$ cat src/rtl/apb_xbar_n_pkg.sv
// Shared types and sizing helpers for the APB crossbar and its address decoder.
package apb_pkg;

    // Transfer phase tracked by the crossbar; ERR marks a setup that decoded to no slave.
    typedef enum logic [1:0] {
        IDLE   = 2'd0,
        SETUP  = 2'd1,
        ACCESS = 2'd2,
        ERR    = 2'd3
    } apb_state_e;

    // Codes reported on err_cause.
    typedef enum logic [1:0] {
        CAUSE_NONE    = 2'd0,
        CAUSE_DECODE  = 2'd1,
        CAUSE_TIMEOUT = 2'd2
    } err_cause_e;

    // $clog2 that never returns 0, so a one-slave or watchdog-off build keeps a legal width.
    function automatic int unsigned clog2_min1(input int unsigned v);
        return (v > 1) ? $clog2(v) : 1;
    endfunction

    // Widths for the default SoC build; parametrised modules derive their own via clog2_min1.
    localparam int unsigned DEF_N_SLAVES = 4;
    localparam int unsigned DEF_TIMEOUT  = 255;
    localparam int unsigned IDX_W        = clog2_min1(DEF_N_SLAVES);
    localparam int unsigned TO_W         = clog2_min1(DEF_TIMEOUT + 1);

endpackage

$ cat src/rtl/apb_xbar_n_if.sv
// Master-side APB request/response bundle (pwdata/pwrite are broadcast elsewhere).
interface apb_xbar_n_if #(
    parameter int unsigned ADDR_WIDTH = 32,
    parameter int unsigned DATA_WIDTH = 32
);
    logic [ADDR_WIDTH-1:0] paddr;
    logic                  psel;
    logic                  penable;
    logic [DATA_WIDTH-1:0] prdata;
    logic                  pready;
    logic                  perr;

    // The CPU drives the request and receives the response.
    modport master (
        output paddr, psel, penable,
        input  prdata, pready, perr
    );

    // The interconnect receives the request and returns the response.
    modport slave (
        input  paddr, psel, penable,
        output prdata, pready, perr
    );
endinterface

$ cat src/rtl/apb_xbar_n_decoder.sv
// Combinational base/mask address matcher; the lowest matching slave index wins.
module apb_addr_decoder
    import apb_pkg::*;
#(
    parameter int unsigned                       ADDR_WIDTH = 32,
    parameter int unsigned                       N_SLAVES   = 4,
    parameter logic [N_SLAVES*ADDR_WIDTH-1:0]    SLV_BASE   = '0,
    parameter logic [N_SLAVES*ADDR_WIDTH-1:0]    SLV_MASK   = '0,
    localparam int unsigned                      IW         = clog2_min1(N_SLAVES)
) (
    input  logic [ADDR_WIDTH-1:0] addr,
    output logic [N_SLAVES-1:0]   hit,
    output logic [IW-1:0]         idx,
    output logic                  miss
);

    logic [N_SLAVES-1:0] match;

    // Raw per-slave match, overlaps allowed.
    always_comb begin
        match = '0;
        for (int i = 0; i < N_SLAVES; i++) begin
            match[i] = (addr & SLV_MASK[i*ADDR_WIDTH +: ADDR_WIDTH])
                       == SLV_BASE[i*ADDR_WIDTH +: ADDR_WIDTH];
        end
    end

    // Priority resolve: scan downwards so the lowest matching index is written last.
    always_comb begin
        hit = '0;
        idx = '0;
        for (int i = N_SLAVES - 1; i >= 0; i--) begin
            if (match[i]) begin
                hit    = '0;
                hit[i] = 1'b1;
                idx    = IW'(i);
            end
        end
        miss = ~|match;
    end

endmodule

$ cat src/rtl/apb_xbar_n.sv
// One APB master to N slaves with decode-error responses and a PREADY watchdog.
module apb_xbar_n
    import apb_pkg::*;
#(
    parameter int unsigned                    ADDR_WIDTH = 32,
    parameter int unsigned                    DATA_WIDTH = 32,
    parameter int unsigned                    N_SLAVES   = 4,
    parameter logic [N_SLAVES*ADDR_WIDTH-1:0] SLV_BASE   = {32'h8002_0000, 32'h8001_0000,
                                                            32'h8000_0000, 32'h0000_0000},
    parameter logic [N_SLAVES*ADDR_WIDTH-1:0] SLV_MASK   = {32'hFFFF_FF00, 32'hFFFF_FF00,
                                                            32'hFFFF_0000, 32'h8000_0000},
    parameter int unsigned                    TIMEOUT    = 255
) (
    input  logic                           clk,
    input  logic                           APB_PRESETn,
    apb_xbar_n_if.slave                    apb,
    output logic [N_SLAVES-1:0]            s_psel,
    output logic [N_SLAVES-1:0]            s_penable,
    input  logic [N_SLAVES*DATA_WIDTH-1:0] s_prdata,
    input  logic [N_SLAVES-1:0]            s_pready,
    input  logic [N_SLAVES-1:0]            s_perr,
    output logic                           err_irq,
    output logic [ADDR_WIDTH-1:0]          err_addr,
    output logic [1:0]                     err_cause
);

    localparam int unsigned IW = clog2_min1(N_SLAVES);
    localparam int unsigned TW = clog2_min1(TIMEOUT + 1);

    apb_state_e            state_q, state_d;
    logic [IW-1:0]         idx_q, idx_d;
    logic [TW-1:0]         cnt_q, cnt_d;
    logic                  err_irq_q, err_irq_d;
    logic [ADDR_WIDTH-1:0] err_addr_q, err_addr_d;
    err_cause_e            err_cause_q, err_cause_d;

    logic [N_SLAVES-1:0]   dec_hit;
    logic [IW-1:0]         dec_idx;
    logic                  dec_miss;

    logic                  setup_cyc;
    logic                  xfer_on;
    logic                  sel_ready;
    logic                  sel_err;
    logic [DATA_WIDTH-1:0] sel_data;
    logic                  to_hit;
    logic                  acc_done;
    logic                  dec_err;
    logic                  log_err;

    apb_addr_decoder #(
        .ADDR_WIDTH (ADDR_WIDTH),
        .N_SLAVES   (N_SLAVES),
        .SLV_BASE   (SLV_BASE),
        .SLV_MASK   (SLV_MASK)
    ) u_dec (
        .addr (apb.paddr),
        .hit  (dec_hit),
        .idx  (dec_idx),
        .miss (dec_miss)
    );

    // Per-cycle qualifiers shared by the FSM, datapath and output mux.
    always_comb begin
        setup_cyc = apb.psel && !apb.penable && (state_q == IDLE || state_q == SETUP);
        xfer_on   = apb.psel && apb.penable;
        sel_ready = s_pready[idx_q];
        sel_err   = s_perr[idx_q];
        sel_data  = s_prdata[idx_q*DATA_WIDTH +: DATA_WIDTH];
        // A slave that answers on the expiry cycle still wins.
        to_hit    = (TIMEOUT != 0) && (cnt_q == TW'(TIMEOUT)) && !sel_ready;
        acc_done  = (state_q == ACCESS) && xfer_on && (sel_ready || to_hit);
        dec_err   = (state_q == ERR) && xfer_on;
        log_err   = dec_err || ((state_q == ACCESS) && xfer_on && to_hit);
    end

    // State register.
    always_ff @(posedge clk or negedge APB_PRESETn) begin
        if (!APB_PRESETn) begin
            state_q <= IDLE;
        end else begin
            state_q <= state_d;
        end
    end

    // Next-state logic; a dropped psel anywhere aborts back to IDLE without logging.
    always_comb begin
        state_d = state_q;
        case (state_q)
            IDLE, SETUP: begin
                if (!apb.psel) begin
                    state_d = IDLE;
                end else if (!apb.penable) begin
                    state_d = dec_miss ? ERR : ACCESS;
                end
            end
            ACCESS: begin
                if (!apb.psel) begin
                    state_d = IDLE;
                end else if (acc_done) begin
                    state_d = SETUP;
                end
            end
            ERR: begin
                if (!apb.psel) begin
                    state_d = IDLE;
                end else if (apb.penable) begin
                    state_d = SETUP;
                end
            end
            default: state_d = IDLE;
        endcase
    end

    // Next values for the captured index, watchdog counter and sticky error record.
    always_comb begin
        idx_d       = idx_q;
        cnt_d       = cnt_q;
        err_irq_d   = log_err;
        err_addr_d  = err_addr_q;
        err_cause_d = err_cause_q;
        if (setup_cyc) begin
            idx_d = dec_idx;
            cnt_d = '0;
        end else if ((state_q == ACCESS) && xfer_on && !sel_ready && (cnt_q != '1)) begin
            cnt_d = cnt_q + 1'b1;
        end
        if (log_err) begin
            err_addr_d  = apb.paddr;
            err_cause_d = dec_err ? CAUSE_DECODE : CAUSE_TIMEOUT;
        end
    end

    // Datapath registers.
    always_ff @(posedge clk or negedge APB_PRESETn) begin
        if (!APB_PRESETn) begin
            idx_q       <= '0;
            cnt_q       <= '0;
            err_irq_q   <= 1'b0;
            err_addr_q  <= '0;
            err_cause_q <= CAUSE_NONE;
        end else begin
            idx_q       <= idx_d;
            cnt_q       <= cnt_d;
            err_irq_q   <= err_irq_d;
            err_addr_q  <= err_addr_d;
            err_cause_q <= err_cause_d;
        end
    end

    // Output mux; everything is forced low while reset is asserted, not just at the next edge.
    always_comb begin
        s_psel      = '0;
        s_penable   = '0;
        apb.prdata  = '0;
        apb.pready  = 1'b0;
        apb.perr    = 1'b0;
        if (APB_PRESETn) begin
            case (state_q)
                IDLE, SETUP: begin
                    if (apb.psel) begin
                        s_psel = dec_hit;
                    end
                end
                ACCESS: begin
                    if (apb.psel && !to_hit) begin
                        s_psel[idx_q]    = 1'b1;
                        s_penable[idx_q] = apb.penable;
                        if (apb.penable) begin
                            apb.prdata = sel_data;
                            apb.pready = sel_ready;
                            apb.perr   = sel_err;
                        end
                    end else if (xfer_on && to_hit) begin
                        apb.pready = 1'b1;
                        apb.perr   = 1'b1;
                    end
                end
                ERR: begin
                    if (xfer_on) begin
                        apb.pready = 1'b1;
                        apb.perr   = 1'b1;
                    end
                end
                default: ;
            endcase
        end
    end

    assign err_irq   = err_irq_q;
    assign err_addr  = err_addr_q;
    assign err_cause = err_cause_q;

endmodule

$ cat src/flat_wrapper.sv
// flat-port wrapper written by rule: the top's interface ports become plain ports
module apb_xbar_n_flat import apb_pkg::*;
#(
    parameter int unsigned                    ADDR_WIDTH = 32,
    parameter int unsigned                    DATA_WIDTH = 32,
    parameter int unsigned                    N_SLAVES   = 4,
    parameter logic [N_SLAVES*ADDR_WIDTH-1:0] SLV_BASE   = {32'h8002_0000, 32'h8001_0000,
                                                            32'h8000_0000, 32'h0000_0000},
    parameter logic [N_SLAVES*ADDR_WIDTH-1:0] SLV_MASK   = {32'hFFFF_FF00, 32'hFFFF_FF00,
                                                            32'hFFFF_0000, 32'h8000_0000},
    parameter int unsigned                    TIMEOUT    = 255
)
  (clk, APB_PRESETn, s_psel, s_penable, s_prdata, s_pready, s_perr, err_irq, err_addr, err_cause, apb_paddr, apb_psel, apb_penable, apb_prdata, apb_pready, apb_perr);
  apb_xbar_n_if #(.ADDR_WIDTH(ADDR_WIDTH), .DATA_WIDTH(DATA_WIDTH)) apb_i ();
  input  logic clk;
  input  logic APB_PRESETn;
  output logic [N_SLAVES-1:0] s_psel;
  output logic [N_SLAVES-1:0] s_penable;
  input  logic [N_SLAVES*DATA_WIDTH-1:0] s_prdata;
  input  logic [N_SLAVES-1:0] s_pready;
  input  logic [N_SLAVES-1:0] s_perr;
  output logic err_irq;
  output logic [ADDR_WIDTH-1:0] err_addr;
  output logic [1:0] err_cause;
  input wire logic [$bits(apb_i.paddr)-1:0] apb_paddr;
  input wire logic [$bits(apb_i.psel)-1:0] apb_psel;
  input wire logic [$bits(apb_i.penable)-1:0] apb_penable;
  output wire logic [$bits(apb_i.prdata)-1:0] apb_prdata;
  output wire logic [$bits(apb_i.pready)-1:0] apb_pready;
  output wire logic [$bits(apb_i.perr)-1:0] apb_perr;
  assign apb_i.paddr = apb_paddr;
  assign apb_i.psel = apb_psel;
  assign apb_i.penable = apb_penable;
  assign apb_prdata = apb_i.prdata;
  assign apb_pready = apb_i.pready;
  assign apb_perr = apb_i.perr;
  apb_xbar_n #(.ADDR_WIDTH(ADDR_WIDTH), .DATA_WIDTH(DATA_WIDTH), .N_SLAVES(N_SLAVES), .SLV_BASE(SLV_BASE), .SLV_MASK(SLV_MASK), .TIMEOUT(TIMEOUT)) u_core (.clk(clk), .APB_PRESETn(APB_PRESETn), .apb(apb_i), .s_psel(s_psel), .s_penable(s_penable), .s_prdata(s_prdata), .s_pready(s_pready), .s_perr(s_perr), .err_irq(err_irq), .err_addr(err_addr), .err_cause(err_cause));
endmodule
$ cat config.mk
export PLATFORM = sky130hd
export DESIGN_NAME = apb_xbar_n_flat
export DESIGN_NICKNAME = d
export VERILOG_FILES = /design/src/rtl/apb_xbar_n_pkg.sv /design/src/rtl/apb_xbar_n_if.sv /design/src/rtl/apb_xbar_n_decoder.sv /design/src/rtl/apb_xbar_n.sv /design/src/flat_wrapper.sv
export SDC_FILE = /design/constraint.sdc
export NUM_CORES = 1
export LEC_CHECK = 0
export ABC_AREA = 0
export CAP_MARGIN = 40
export CORE_MARGIN = 3
export CORE_UTILIZATION = 35
export CTS_CLUSTER_SIZE = 28
export DETAILED_ROUTE_END_ITERATION = 12
export PLACE_DENSITY = 0.79
export SLEW_MARGIN = 20
export SYNTH_ARGS = -nofsm -noshare
export SYNTH_HDL_FRONTEND = slang
export SYNTH_HIERARCHICAL = 1
export SYNTH_SLANG_ARGS = --single-unit
$ cat constraint.sdc
create_clock -name clk -period 3.3 [get_ports clk]
set_clock_uncertainty 0.15 [all_clocks]
set_input_delay 0.33 -clock clk [delete_from_list [all_inputs] [get_ports clk]]
set_output_delay 0.33 -clock clk [all_outputs]
set_load 0.005 [all_outputs]
==> summary.md <==
| Metric | Value |
|---|---|
| Peak supply drop | `0.2969 mV` |
| Dpl cells | `631` |
| Overall power | `1753 uW` |
| Reg-to-reg startpoint | `u_core/idx_q[0]$_DFFE_PN0P_` |
| Reg2Reg Capture Point | `u_core/err_addr[8]$_DFFE_PN0P_` |
| Relative slew slack | `64.19%` |
| Max Slew Vio Count | `0` |
| GR Overflow Total | `0` |
| Sink Count | `47` |
| Die Wd | `104.8 um` |
| Slew @ Worst Pin | `0.5323 ns` |
| TritonCTS clock tree | `yes` |
| Initial Util | `36.42%` |
| CP Class | `reg -> out` |
| Yosys warns | `6` |
| Worst Path Required | `2.82 ns` |
| Diodes inserted | `0` |
| Post-Route WL | `12.61 mm` |
| Crit path launch | `u_core/idx_q[0]$_DFFE_PN0P_` |
| Die Area | `10,970 um^2` |
| Filler cells | `762` |
| CP max stage cell | `mux4_2` |
| First-pass GRT wire length | `19.86 mm` |
| Startpoint Class | `flop` |
| Post-route ant nets | `0` |
| Root Buffer | `clkbuf_8` |
| Synthesized Nets | `438` |
| Wire per inst | `19.70 um` |
| CTS max path bufs | `2` |
| Nets@finish | `683` |
| Met3 Use GR | `6.115%` |
| Maxcap violations | `0` |
| Post-synthesis sequential area ratio | `34.46%` |
| Final hold violations | `0` |
| RD Place Congestion | `0.8451` |
| Fin crit period | `3.167 ns` |
| CP max FO | `22` |
| Critical path depth in cells | `6` |
| Row count | `35` |
| TritonCTS Buffers | `5` |
| #FFs+latches synth | `47` |
| Vias in the first global route | `3,505` |
| Crit path buf inv count | `2` |
| Worst path max stage delay | `0.59 ns` |
| FF/Latch Area | `1179 um^2` |
| Layout Cells excl Fill | `640` |
| DR vias | `3,303` |
| Max Fclk | `315.8 MHz` |
| H-Tree Depth | `2` |
| First drt pass iteration count | `4` |
| Crit-path cells | `mux4_2 > o31a_1 > nand3_1 > buf_4 > nor2b_1 > clkdlybuf4s50_1` |
| Most used routing layer | `met2` |
| Post-synth EDFFs | `0` |
| Final HPWL DP | `10.39 mm` |
| Cells after Synth | `265` |
| Cell family with most CP delay | `buffers and inverters` |
| Cell area after synthesis | `3413 um^2` |
| Tcrit/Tclk final | `95.96%` |
| Yosys cell types | `43` |
| Commonest non-fill, non-tap cell in the layout | `clkdlybuf4s50_1` |
| Unrepaired setup endpoints after global routing | `false` |
| Reg2reg path depth | `5` |
| Die Ht | `104.8 um` |
| Clk pin slew, worst setup/hold paths | `0.09 ns` |
| Remaining DRCs | `0` |
| Met2 Usage GRT | `39.73%` |
| GRT met1 Usage | `28.17%` |
| Top_reg_cell synth | `dfrtp_1` |
| Worst hold path class | `in -> async` |
| Core area | `9371 um^2` |
| Layout cell share with drive strength beyond 1 | `18.00%` |
| Multi-input logic area | `2091 um^2` |
| R2R setup slack | `0.58 ns` |
| Syn_area_per_cell | `12.88 um^2` |
| Setup TNS | `0 ns` |
| Area growth syn-to-layout | `78.67%` |
| Lkg Pwr | `0.002266 uW` |
| Largest net degree at the start of global routing | `42` |
| Status | `finished clean` |
| # IOs | `249` |
| Post-CTS setup buffers | `0` |
| Critical Path AT | `2.69 ns` |
| Most frequent cells in the layout | `247 x clkdlybuf4s50_1, 45 x dfrtp_1, 34 x mux4_2, 34 x nor2b_1, 29 x mux2_4` |
| Crit. End Element | `primary output` |
| Total track usage | `22.74%` |
| Initial antenna violation count | `0` |
| Skew-Pair Late Insertion Delay | `0.29 ns` |
| Vias/cell | `5.161` |
| Power Density | `287.4 nW/um^2` |
| Final setup fails | `0` |
| Critical path endpoint | `apb_prdata[17]` |
| Async set-reset flop share out of synthesis | `100.0%` |
| Number of I/O port buffers | `248` |
| DR iter-0 viols | `196` |
[per-stage QoR]
| step | cell area [um^2] | utilization [%] | worst slack, ns | hold slack, ns |
|---|---|---|---|---|
| floorplan | 3413 | - | 0.8905 | -0.1156 |
| global placement | 6000 | 64.02 | 0.2217 | 0.07037 |
| detailed placement | 6000 | 64.02 | 0.1698 | 0.07447 |
| CTS | 6098 | 65.07 | 0.09437 | 0.2824 |
| global route | 6098 | 65.07 | 0.01570 | 0.3176 |
| finish | 6098 | 65.07 | 0.1332 | 0.3182 |
[worst min path at each step]
stage | startpoint | endpoint | slack [ns] | cells past startpoint
2_1_floorplan | APB_PRESETn | u_core/cnt_q[0]$_DFFE_PN0P_ | -0.12 | 0
3_3_place_gp | APB_PRESETn | u_core/cnt_q[4]$_DFFE_PN0P_ | 0.07 | 1
3_5_place_dp | APB_PRESETn | u_core/cnt_q[4]$_DFFE_PN0P_ | 0.07 | 1
4_1_cts | APB_PRESETn | u_core/cnt_q[4]$_DFFE_PN0P_ | 0.28 | 2
5_1_grt | APB_PRESETn | u_core/cnt_q[4]$_DFFE_PN0P_ | 0.32 | 2
6_report | APB_PRESETn | u_core/idx_q[0]$_DFFE_PN0P_ | 0.32 | 2
[state kept, by name, summed over array words and instances (netlist names)]
name	cells
u_core/state_q	2
u_core/idx_q	2
u_core/err_addr	32
u_core/cnt_q	8
u_core/err_irq	1
u_core/err_cause	2
[synthesized netlist by cell type, types with 2 or more instances]
| master | instances | area share [%] |
|---|---|---|
| buf_12 | 3 | 1.8 |
| dfrtp_1 | 47 | 34 |
| a32oi_1 | 3 | 0.77 |
| and4_1 | 2 | 0.51 |
| xnor2_1 | 2 | 0.51 |
| o31ai_1 | 3 | 0.66 |
| nand4_1 | 3 | 0.55 |
| nor2b_1 | 34 | 6.2 |
| nand3_1 | 8 | 1.2 |
| inv_1 | 5 | 0.55 |
| a21oi_1 | 8 | 1.2 |
| nor3_1 | 5 | 0.73 |
| o21ai_0 | 2 | 0.29 |
| nand2_1 | 15 | 1.6 |
| or3_1 | 2 | 0.37 |
| o31a_1 | 2 | 0.51 |
| clkbuf_1 | 15 | 1.6 |
| nor2_1 | 9 | 0.99 |
| mux2i_1 | 2 | 0.59 |
| nor4_4 | 2 | 1.2 |
| mux4_2 | 34 | 22 |
| or4_1 | 3 | 0.66 |
| nor4_1 | 4 | 0.73 |
| mux2_2 | 5 | 1.6 |
| mux2_4 | 29 | 13 |
[cells by family (layout without fill, tap and decap cells)]
logic type / count (synthesis) / in the layout / synth area share (%)
multiplexers: 70 / 70 / 37.43
adder cells (fa/ha/maj): 1 / 1 / 0.3665
buffers and inverters: 24 / 270 / 4.289
XOR/XNOR: 2 / 2 / 0.5133
AO/OA/AOI/OAI: 26 / 26 / 5.243
AND/OR/NAND/NOR: 95 / 95 / 17.70
flip-flops: 47 / 47 / 34.46
[metal layers]
layer  up-vias  wire length (um)
li1       1505                 -
met1      1640              5052
met2       146              6429
met3        12               899
met4         0               224
met5         -                 0
[final cells by class]
cell class              count  share of cell area, %
repair buffers            257                  41.98
clock inverters             2                 0.2667
multi-input cells         194                  34.28
clock buffers               6                  1.190
inverters                   5                 0.3078
flip-flops and latches     47                  19.33
well taps                 129                  2.647
[timing repair]
action	in CTS	in global routing
endpoints found under the hold margin	6	0
resized for setup	0	0
hold buffers	1	0
[power by group]
part	leakage, uW	internal [uW]	switching [uW]	total, uW
Combinational	0.00161	498	169	667
Sequential	0.000617	673	60.1	733
Clock	0.0000418	153	200	353
Note: power is estimated with default switching activity, not from simulation.
==> RTL edit 1 (same flow settings) <==
Make the reset (`APB_PRESETn`) synchronous in 2 clocked blocks.
--- a/src/rtl/apb_xbar_n.sv
+++ b/src/rtl/apb_xbar_n.sv
@@ -75,7 +75,7 @@
     end
 
     // State register.
-    always_ff @(posedge clk or negedge APB_PRESETn) begin
+    always_ff @(posedge clk) begin
         if (!APB_PRESETn) begin
             state_q <= IDLE;
         end else begin
@@ -132,7 +132,7 @@
     end
 
     // Datapath registers.
-    always_ff @(posedge clk or negedge APB_PRESETn) begin
+    always_ff @(posedge clk) begin
         if (!APB_PRESETn) begin
             idx_q       <= '0;
             cnt_q       <= '0;
Formal check against the unedited RTL: differs if APB_PRESETn is asserted again (counterexample within 4 cycles, from zero or initial values and one cycle with APB_PRESETn low); with APB_PRESETn held inactive, the same outputs for 10 cycles.
==> RTL edit 1 against the unedited design <==
- first-iteration DRC count decreased by 54%
- sequential cell count unchanged
- design area decreased by 3.1%
- sequential share of layout area decreased by 3.4 points
- wire length decreased by 3.3%
- setup slack improved by 0.059 ns
- non-clock buffer count decreased by 4
- area after synthesis decreased by 4.9%
- critical path type is now input pin to primary output
- largest cell class unchanged
Power is not compared: it rests on default switching activity, and its combinational part moved more than twofold at a synthesized area within 25%.
==> RTL edit 1: results (changes against the unedited design) <==
run status=complete, no violations; top post-synthesis cells by count=nand2_1, dfxtp_1, mux2i_1, mux4_2, nor2b_1; Rel. slew slack=0.5475 (-0.09431); top cells by area, synth=dfxtp_1, mux4_2, mux2i_1; first drt pass iteration count=5 (+1); CP Capture Point=s_penable[0]; mux cell area share after synthesis=0.3408 (-0.03348); layout cells sized above 1=0.09391 (-0.08613); Switching Share=0.2222; reg-to-reg slack, setup=0.96 ns (+0.38 ns); post-synthesis xor/xnor area fraction=0.01079 (+0.005662); hold crit path type=input pin to register; Synth Area in Compound Gates=0.05590 (+0.003479); hold_sp=APB_PRESETn; Synth Area in Adders=0.003855 (+0.0001894); largest net degree at the start of global routing=66 (+57%); vias in the first global route=3618 (+3.2%); fmax=321.8 MHz (+1.9%); WL final=12.18 mm (-3.3%); LEAKAGE=1.943 nW; Worst Path Max Fanout=36 (+64%); Async SR Flop Fraction=0 (-1.000); Bufs on Longest Clock Path=2 (unchanged); Nets=747 (+9.4%); CP Launch Point=s_pready[3]; Worst R2R End=u_core/err_addr[29]$_SDFFE_PN0P_; starting DRC count in detailed routing=91 (-54%); Tot Pwr=1.247 mW; Seq/Total Area, Yosys=0.2899 (-0.05468); Post-Syn Nets=513 (+17%); Final Wtd Congestion=0.8324 (-1.5%); WP data arrival=2.63 ns (-0.06 ns); GRT Util Overall=0.2199 (-0.007508); dpl hpwl=10.04 mm (-3.3%); routed vias/inst=5.184 (+0.46%); antenna violations before repair=0 (unchanged); Place WS=0.1799 ns (+0.01010 ns); worst reg2reg path startpoint=u_core/idx_q[0]$_SDFFE_PN0P_; post-synthesis cell type count=41 (-4.7%); global-route wire length before repair=18.18 mm (-8.4%)
-- RTL edit 1: cell count changes after synthesis, sizes merged, moves of 3 or more --
cell,before,now
a32oi,3,0
buf,4,12
dfrtp,47,0
dfxtp,0,47
mux2,34,0
mux2i,2,34
nand2,16,79
nand3,8,4
nor2,9,13
o21ai,2,5
-- RTL edit 1: worst max-delay path, cell delays in order --
cell	delay, ns
clkdlybuf4s50_1	0.39
mux4_2	0.54
o31a_1	0.41
nand3_1	0.17
buf_12	0.21
nor3_1	0.06
clkdlybuf4s50_1	0.48
-- RTL edit 1: layout make-up --
type,count,area (um^2)
Clock inverter,1,8.758
Sequential cell,47,943.4
Clock buffer,7,86.33
Fill cell,716,2942
Inverter,6,22.52
Timing Repair Buffer,253,2540
Tap cell,108,135.1
Multi-Input combinational cell,261,2171
-- RTL edit 1: layer usage --
metal  GRT usage  up-vias  wire length [um]
li1            -     1698                 -
met2      0.3828      156              6174
met4     0.06054        0               245
met5           0        -                 0
met1      0.2545     1665              4536
met3     0.08055       22              1228
-- RTL edit 1: cells by family (layout without fill, tap and decap cells) --
family,count (synthesis),in the layout
and+or+nand+nor,160,160
muxes,68,68
DFF,47,47
buffers and inverters,32,267
AOI/OAI and AO/OA,28,28
xor gates and xnor gates,4,4
adders and majority gates,1,1
-- RTL edit 1: metrics by stage --
stage	hold slack [ns]	cell area, um^2	cells
after floorplan	0.3011	3246	340
after global placement	0.2921	5812	675
after detailed placement	0.2965	5812	675
after CTS	0.1618	5907	683
after global routing	0.1632	5907	683
final	0.1739	5907	683
==> RTL edit 2 (same settings) <==
Without the edit above. `DATA_WIDTH` is set to 32 in 3 places; all go to 16.
--- a/src/rtl/apb_xbar_n_if.sv
+++ b/src/rtl/apb_xbar_n_if.sv
@@ -1,7 +1,7 @@
 // Master-side APB request/response bundle (pwdata/pwrite are broadcast elsewhere).
 interface apb_xbar_n_if #(
     parameter int unsigned ADDR_WIDTH = 32,
-    parameter int unsigned DATA_WIDTH = 32
+    parameter int unsigned DATA_WIDTH = 16
 );
     logic [ADDR_WIDTH-1:0] paddr;
     logic                  psel;
--- a/src/rtl/apb_xbar_n.sv
+++ b/src/rtl/apb_xbar_n.sv
@@ -3,7 +3,7 @@
     import apb_pkg::*;
 #(
     parameter int unsigned                    ADDR_WIDTH = 32,
-    parameter int unsigned                    DATA_WIDTH = 32,
+    parameter int unsigned                    DATA_WIDTH = 16,
     parameter int unsigned                    N_SLAVES   = 4,
     parameter logic [N_SLAVES*ADDR_WIDTH-1:0] SLV_BASE   = {32'h8002_0000, 32'h8001_0000,
                                                             32'h8000_0000, 32'h0000_0000},
--- a/src/flat_wrapper.sv
+++ b/src/flat_wrapper.sv
@@ -2,7 +2,7 @@
 module apb_xbar_n_flat import apb_pkg::*;
 #(
     parameter int unsigned                    ADDR_WIDTH = 32,
-    parameter int unsigned                    DATA_WIDTH = 32,
+    parameter int unsigned                    DATA_WIDTH = 16,
     parameter int unsigned                    N_SLAVES   = 4,
     parameter logic [N_SLAVES*ADDR_WIDTH-1:0] SLV_BASE   = {32'h8002_0000, 32'h8001_0000,
                                                             32'h8000_0000, 32'h0000_0000},
Ports: changed (resized apb_prdata and s_prdata); port bits go from 249 to 169. No check against the original RTL was run, so the function may have changed too.
==> RTL edit 2 against the unedited design <==
- power grew 2.1%
- count of clock-buffer cells in the layout shrank 1
- non-clock buffer count shrank 80
- area after synthesis shrank 14%
- design area shrank 20%
- largest cell class unchanged
- hold slack gained 0.029 ns
- setup slack gained 0.083 ns
- sequential cell count is the same
- critical path type unchanged
- via count shrank 21%
- wire length shrank 28%
- critical endpoint is now apb_perr
==> RTL edit 2: results (changes against the unedited design) <==
run status=complete, no violations; CP Launch Point=u_core/idx_q[0]$_DFFE_PN0P_; GRT Util Overall=0.1890 (-0.03844); post-placement cell count=497 (-21%); dpl hpwl=7.273 mm (-30%); Vias=2620 (-21%); Final Wtd Congestion=0.8710 (+3.1%); worst vdd ir=267.8 uV (-9.8%); Worst Path Max Fanout=5 (-77%); Post-Syn Nets=341 (-22%); LEAKAGE=1.898 nW (-16%); CP Capture Point=apb_perr; global-route wire length before repair=14.55 mm (-27%); synthesized area per cell=12.70 um^2 (-1.4%); WL final=9.090 mm (-28%); max reg flops=32 (unchanged); met1 usage=0.2187 (-0.06300); starting DRC count in detailed routing=165 (-16%); Clock transition at path regs=0.09 ns (about the same); Final Instance Count excl. Fillers=506 (-21%); post-cts sizing count=0 (unchanged); WP data arrival=2.60 ns (-0.09 ns); PortBufs=168 (-32%); sequential share of power=0.410 (-0.008); first drt pass iteration count=4 (unchanged); post-synthesis cell type count=45 (+4.7%); Internal=1.388 mW (+4.9%); largest net degree at the start of global routing=38 (-9.5%); worst-path cell with the longest stage delay=or4_4; hold crit path type=register to register; layout cells sized above 1=0.1733 (-0.006772); FILL cells=622 (-18%); Clk pwr share=0.277 (+0.076); met2 Track Usage GR=0.3448 (-0.05259); worst slew pin tran=0.8588 ns (+0.3264 ns); Seq/Total Area, Yosys=0.3992 (+0.05458); Reg2Reg Depth=4 (-1); reg-to-reg slack, setup=0.75 ns (+0.17 ns); vias in the first global route=2823 (-19%); top post-synthesis cells by count=dfrtp_1, mux2_4, nand2_1; met3 usage=0.04500 (-0.01615); top cells by area, synth=dfrtp_1, mux2_4, mux4_2; Power per Cell Area=369.0 mW/mm^2 (+28%); max incr delay on CP=0.62 ns (+0.03 ns)
-- RTL edit 2: cell types whose count changed after synthesis, moves of 2 or more --
cell	before	now
mux2_2	5	3
mux4_2	34	15
clkbuf_1	15	8
mux4_1	0	3
nor2b_1	34	19
nand2_1	15	23
-- RTL edit 2: what timing repair did --
action,CTS,global route
endpoints found under the hold margin,47,0
setup buffers,0,0
hold buffers,1,0
-- RTL edit 2: cell families (layout without fill, tap and decap cells) --
logic type,Yosys count,count (layout),synth area share
adder cells (fa/ha/maj),1,1,0.004246
AND/OR/NAND/NOR,87,87,0.1813
XOR/XNOR,2,2,0.005946
AO/OA/AOI/OAI,24,24,0.05648
buffers and inverters,18,190,0.04204
flip-flops,47,47,0.3992
multiplexers,53,53,0.3108
-- RTL edit 2: metrics by stage --
step | area [um^2] | setup slack (ns) | utilization
2_1_floorplan | 2947 | 0.8641 | -
3_3_place_gp | 4706 | 0.2552 | 0.5936
3_5_place_dp | 4706 | 0.2178 | 0.5936
4_1_cts | 4852 | 0.1788 | 0.6121
5_1_grt | 4852 | 0.08431 | 0.6121
6_report | 4852 | 0.2158 | 0.6121
-- RTL edit 2: critical path: cells and delay by family (launching register included) --
family,cells,cell delay [ns]
compound gates,1,0.21
mux,1,0.57
simple gates,1,0.62
flops,1,0.39
buf+inv,1,0.52
-- RTL edit 2: metal layers --
layer	vias up	share of wire
li1	1216	-
met4	0	0.021
met2	137	0.52
met5	-	0
met3	15	0.071
met1	1252	0.39
-- RTL edit 2: worst min-delay path by stage --
stage	from	end	slack [ns]	cells past startpoint
floorplan	APB_PRESETn	u_core/cnt_q[0]$_DFFE_PN0P_	-0.12	0
global placement	APB_PRESETn	u_core/idx_q[0]$_DFFE_PN0P_	0.17	2
detailed placement	APB_PRESETn	u_core/idx_q[0]$_DFFE_PN0P_	0.18	2
CTS	u_core/err_cause[0]$_DFFE_PN0P_	u_core/err_cause[0]$_DFFE_PN0P_	0.35	2
global route	u_core/err_addr[7]$_DFFE_PN0P_	u_core/err_addr[7]$_DFFE_PN0P_	0.37	1
finish	u_core/err_cause[0]$_DFFE_PN0P_	u_core/err_cause[0]$_DFFE_PN0P_	0.35	2
-- RTL edit 2: area by class of cell --
type	count	area (um^2)	share of cell area
clock inverter	3	67.56	0.01392
clock buffer	5	68.82	0.01418
inverter	5	18.77	0.003868
timing repair buffer	177	1747	0.3600
multi-input combinational	167	1647	0.3394
sequential	47	1176	0.2424
tap	102	127.6	0.02630
